[src/rtl/vram_arbiter.sv]
// vram_arbiter: single-port frame-buffer arbiter with priority
// display read > clear engine > write port.
// Ports: clk/rst (sync, active-high); vga_en/vga_x/vga_y scanner in,
// rgb registered pixel out; wr_req/wr_x/wr_y/wr_data in with wr_ack;
// clr_start/clr_color in with busy/clr_done; mem_addr/mem_we/mem_wdata
// out and mem_rdata in (synchronous read, one-cycle latency).
module vram_arbiter #(
    parameter int FB_W = 256,
    parameter int FB_H = 256,
    parameter int DW   = 12,
    parameter int AW   = 16
) (
    input  logic          clk,
    input  logic          rst,
    input  logic          vga_en,
    input  logic [15:0]   vga_x,
    input  logic [15:0]   vga_y,
    output logic [DW-1:0] rgb,
    input  logic          wr_req,
    input  logic [15:0]   wr_x,
    input  logic [15:0]   wr_y,
    input  logic [DW-1:0] wr_data,
    output logic          wr_ack,
    input  logic          clr_start,
    input  logic [DW-1:0] clr_color,
    output logic          busy,
    output logic          clr_done,
    output logic [AW-1:0] mem_addr,
    output logic          mem_we,
    output logic [DW-1:0] mem_wdata,
    input  logic [DW-1:0] mem_rdata
);

    localparam int XSH  = $clog2(FB_W);
    localparam int NPIX = FB_W * FB_H;
    localparam logic [AW-1:0] LAST = AW'(NPIX - 1);

    typedef enum logic {
        S_IDLE,
        S_CLEAR
    } state_t;

    state_t        state_q, state_d;
    logic [32:0]   prev_q, prev_d;
    logic [AW-1:0] ptr_q, ptr_d;
    logic [DW-1:0] color_q, color_d;
    logic          rd_v_q, rd_v_d;
    logic          rd_blank_q, rd_blank_d;
    logic [DW-1:0] rgb_q, rgb_d;
    logic          done_q, done_d;

    logic [32:0]   cur;
    logic          disp_req;
    logic          disp_in;

    function automatic logic in_fb(input logic [15:0] x,
                                   input logic [15:0] y);
        return ({1'b0, x} < 17'(FB_W)) && ({1'b0, y} < 17'(FB_H));
    endfunction

    // y*FB_W as a shift; FB_W is a power of two
    function automatic logic [AW-1:0] pix_addr(input logic [15:0] x,
                                               input logic [15:0] y);
        logic [31:0] a;
        a = (32'(y) << XSH) + 32'(x);
        return a[AW-1:0];
    endfunction

    assign cur      = {vga_en, vga_x, vga_y};
    assign disp_req = (cur != prev_q);
    assign disp_in  = vga_en && in_fb(vga_x, vga_y);

    always_comb begin
        state_d    = state_q;
        prev_d     = prev_q;
        ptr_d      = ptr_q;
        color_d    = color_q;
        rd_v_d     = 1'b0;
        rd_blank_d = rd_blank_q;
        rgb_d      = rgb_q;
        done_d     = 1'b0;
        mem_addr   = '0;
        mem_we     = 1'b0;
        mem_wdata  = '0;
        wr_ack     = 1'b0;

        if (rd_v_q) begin
            rgb_d = rd_blank_q ? '0 : mem_rdata;
        end

        // display owns the port for any cycle the scanner moves
        if (disp_req) begin
            prev_d     = cur;
            rd_v_d     = 1'b1;
            rd_blank_d = !disp_in;
            if (disp_in) begin
                mem_addr = pix_addr(vga_x, vga_y);
            end
        end

        unique case (state_q)
            S_IDLE: begin
                if (clr_start) begin
                    state_d = S_CLEAR;
                    ptr_d   = '0;
                    color_d = clr_color;
                end else if (wr_req && !disp_req) begin
                    wr_ack = 1'b1;
                    if (in_fb(wr_x, wr_y)) begin
                        mem_we    = 1'b1;
                        mem_addr  = pix_addr(wr_x, wr_y);
                        mem_wdata = wr_data;
                    end
                end
            end
            S_CLEAR: begin
                if (!disp_req) begin
                    mem_we    = 1'b1;
                    mem_addr  = ptr_q;
                    mem_wdata = color_q;
                    ptr_d     = ptr_q + 1'b1;
                    if (ptr_q == LAST) begin
                        state_d = S_IDLE;
                        done_d  = 1'b1;
                    end
                end
            end
        endcase

        // keep the memory port quiet while reset is held
        if (rst) begin
            mem_addr  = '0;
            mem_we    = 1'b0;
            mem_wdata = '0;
            wr_ack    = 1'b0;
        end
    end

    always_ff @(posedge clk) begin
        if (rst) begin
            state_q    <= S_IDLE;
            prev_q     <= '0;
            ptr_q      <= '0;
            color_q    <= '0;
            rd_v_q     <= 1'b0;
            rd_blank_q <= 1'b0;
            rgb_q      <= '0;
            done_q     <= 1'b0;
        end else begin
            state_q    <= state_d;
            prev_q     <= prev_d;
            ptr_q      <= ptr_d;
            color_q    <= color_d;
            rd_v_q     <= rd_v_d;
            rd_blank_q <= rd_blank_d;
            rgb_q      <= rgb_d;
            done_q     <= done_d;
        end
    end

    assign rgb      = rgb_q;
    assign busy     = (state_q == S_CLEAR);
    assign clr_done = done_q;

endmodule

[config.mk]
export PLATFORM = sky130hd
export DESIGN_NAME = vram_arbiter
export DESIGN_NICKNAME = d
export VERILOG_FILES = /design/src/rtl/vram_arbiter.sv
export SDC_FILE = /design/constraint.sdc
export NUM_CORES = 1
export LEC_CHECK = 0
export CORE_MARGIN = 1
export CORE_UTILIZATION = 25
export DETAILED_ROUTE_END_ITERATION = 16
export SYNTH_ARGS = -nofsm -noshare
export SYNTH_HDL_FRONTEND = slang
export SYNTH_SLANG_ARGS = --single-unit
[constraint.sdc]
create_clock -name clk -period 2.1 [get_ports clk]
set_input_delay 0.21 -clock clk [delete_from_list [all_inputs] [get_ports clk]]
set_output_delay 0.21 -clock clk [all_outputs]
set_load 0.02 [all_outputs]
==> results of run 1 <==
==> flip-flops by register name (all words and copies together), names as in the netlist <==
register	count
color_q	12
rd_v_q	1
clr_done	1
rgb	12
busy	1
ptr_q	16
rd_blank_q	1
prev_q	33
==> synthesized netlist by cell type (all sizes together), types with 10 or more instances <==
cell	count
dfxtp	77
nor2b	47
nor2	44
a21oi	41
nand2	37
xor2	36
clkbuf	20
ha	15
a22oi	14
nor4	13
a221o	12
or4	12
nand3	10
nor3	10
==> area by class of cell <==
cell class,count,area [um2]
Sequential cell,77,1540
Clock inverter,5,83.8
Inverter,5,18.8
Timing Repair Buffer,248,2280
Tap cell,216,270
Multi-Input combinational cell,375,2790
Clock buffer,11,243
Fill cell,1578,8770
==> metrics by stage <==
stage	cell area (um2)	total power, W	TNS, ns
floorplan	4210	0.00187	-0.858
global placement	6440	0.00229	-45.06
detailed placement	6440	0.00231	-46.13
CTS	7070	0.00405	-16.81
finish	7230	0.00401	-18.95
global route	7230	0.00419	-22.92
==> timing repair <==
item / CTS / global route
gates cloned: 1 / 0
setup buffers: 17 / 4
gates resized for setup: 259 / 33
endpoints found under the setup margin: 46 / 47
hold endpoints to repair: 0 / 0
pin swaps: 44 / 12
==> worst max-delay path, stage by stage, from the launching register on <==
cell,delay [ns]
dfxtp_2,0.32
xor2_1,0.15
nor4_2,0.32
nand3_1,0.16
nor3_2,0.24
buf_4,0.16
nor3_4,0.05
buf_4,0.14
buf_6,0.10
a221o_1,0.35
buf_6,0.15
==> layout by cell type (no fill, tap or decap), types with 4 or more instances in the layout <==
master,n
buf_4,100
clkdlybuf4s50_1,85
dfxtp_1,76
nor2b_1,47
nor2_1,39
xor2_1,36
a21oi_1,35
nand2_1,34
dlygate4sd2_1,25
buf_6,23
a22oi_1,13
a221o_1,12
ha_1,12
nand3_1,9
clkbuf_16,9
nor4_2,8
xnor2_1,8
nor3_1,7
o311ai_1,7
or4_4,6
or4_1,6
and3_1,6
a21oi_2,5
a211oi_2,4
nor4_1,4
inv_1,4
a21o_1,4
buf_2,4
==> kinds of logic (layout without fill, tap and decap cells) <==
logic type / count (synthesis) / in the layout
xor+xnor: 44 / 44
buf+inv: 31 / 269
simple gates: 205 / 205
flops: 77 / 77
fa+ha+maj: 17 / 17
mux: 5 / 5
compound gates: 104 / 104
==> report_power, final <==
group / internal, W / leakage [nW] / total [W] / switching (W)
Clock: 0.00108 / 0.152 / 0.00171 / 0.000637
Sequential: 0.00152 / 0.634 / 0.00155 / 0.0000306
Combinational: 0.000419 / 2.10 / 0.000750 / 0.000331
==> layer usage <==
layer	GRT usage	routed length, um	up-vias
met5	0	0	-
met4	0.0622	269	0
met3	0.0371	942	19
met2	0.295	7190	139
met1	0.204	6230	2093
li1	-	-	2199
==> worst min-delay path by stage <==
stage,to,depth (start not counted)
floorplan,prev_q[0],1
global placement,color_q[8],2
detailed placement,color_q[11],2
CTS,prev_q[15],2
global route,prev_q[11],2
finish,prev_q[15],2
==> impl_metrics.ini, run 1 <==
[grt]
grt_usage = 0.169
grt_max_degree = 34
grt_pass1_wl_um = 22200
grt-ovfl-total = 0
antenna_found_initial = 0
grt_pass1_vias = 4420

[setup_path]
crit_end = mem_addr[8]
cp_data_arrival_time_ns = 2.48
r2r_slack_ns = -0.47
critPathLaunch = prev_q[6]
rr_startpoint = prev_q[6]
r2r_cells = 8
startpoint_type = flop
end_kind = output pin
crit_required_ns = 1.89
critical_path_class = reg -> out
cp_max_fo = 3
rr_endpoint = ptr_q[14]

[floorplan]
fp.dieW_um = 131
rows = 46
start_util = 0.259
io_pins = 149
die_y_um = 131
die-area_mm2 = 0.0171
core_area_mm2 = 0.0160

[sta]
setup_viol = 46
worstMarginPinSlew_ns = 0.468
timing.final.crit_share = 1.28
skew_ns = 0.00860
hold_viol_final = 0
grt_setup_unrepaired = yes
hold_ws_ns = 0.131
slew_headroom = 0.688
layout_setup_ws_ns = -0.595
max_freq_mhz = 371
slew_viol_final = 0
layout_min_cycle_time_ns = 2.69

[synthesis]
synth-main-ff-cell = dfxtp_1
synth_cell_types = 47
syn_nets = 605
syn_area_per_cell_um2 = 8.57
synth_top_family_by_area = simple AND/OR/NAND/NOR gates
async_reset_ff_frac = 0
syn-cell-area_mm2 = 0.00414
synthAdderAreaFrac = 0.0550
synth_edf_count = 0
synthesis.yosys.warnings = 0
yosysTopAreaCellShare = 0.372
synth.mux.area_fraction = 0.0124
synth_top_cells_by_area = dfxtp_1, xor2_1, nor2b_1, a21oi_1, ha_1
synth-seq-cells = 77
synth_xor_area_frac = 0.0931
synth_largest_area_cell = dfxtp_1
syn-instance-count = 483
ys_seq_area_frac = 0.372
synth_compound_area_frac = 0.170
synth_simple_gate_area_frac = 0.267

[cells_and_area]
final_util = 0.452
diodes = 0
fin_cells = 937
area_growth_pct = 74.7
nets = 838
drive_gt1_frac = 0.300

[run]
maxCapViolCount = 0

[clock_tree]
cts_hold_buf = 0
cts.path.max_buffers = 2
cts_sinks = 77
clkLatencyLatePin_ns = 0.34
clk_pin_slew_ns = 0.06
cts_root_buf = clkbuf_16
cts_tree = done
cts_htree_levels = 3
cts_made_buffers = 9

[drt]
finalWirelength_um = 14600
drtAntennaViolNets = 0
route.detailed.drc = 0
wire_per_inst_um = 15.6
drt_iter0_markers = 163
vias = 4450
first_pass_iters = 4
via_per_inst = 4.75

[placement]
gp_congestion = 0.867
dp_hpwl_um = 11000
port_buffers = 148
place_inst = 900
place_ws_ns = -1.23

[run_status]
status = finished with violations
violations = setup timing

[worst_hold_path]
hp-class = in -> reg
hp-start = vga_y[15]

[power_and_ir_drop]
ir_drop_mv = 0.413
p_leak_nw = 2.88
power.density_mw_per_mm2 = 555
(Power assumes the default switching activity.)
==> inputs of run 2 (changes only) <==
--- a/config.mk
+++ b/config.mk
@@ -5,7 +5,6 @@
 export SDC_FILE = /design/constraint.sdc
 export NUM_CORES = 1
 export LEC_CHECK = 0
-export CORE_MARGIN = 1
 export CORE_UTILIZATION = 25
 export DETAILED_ROUTE_END_ITERATION = 16
 export SYNTH_ARGS = -nofsm -noshare
==> results of run 2 <==
Same layout as run 1: the final DEF is identical, and so are final timing and power.
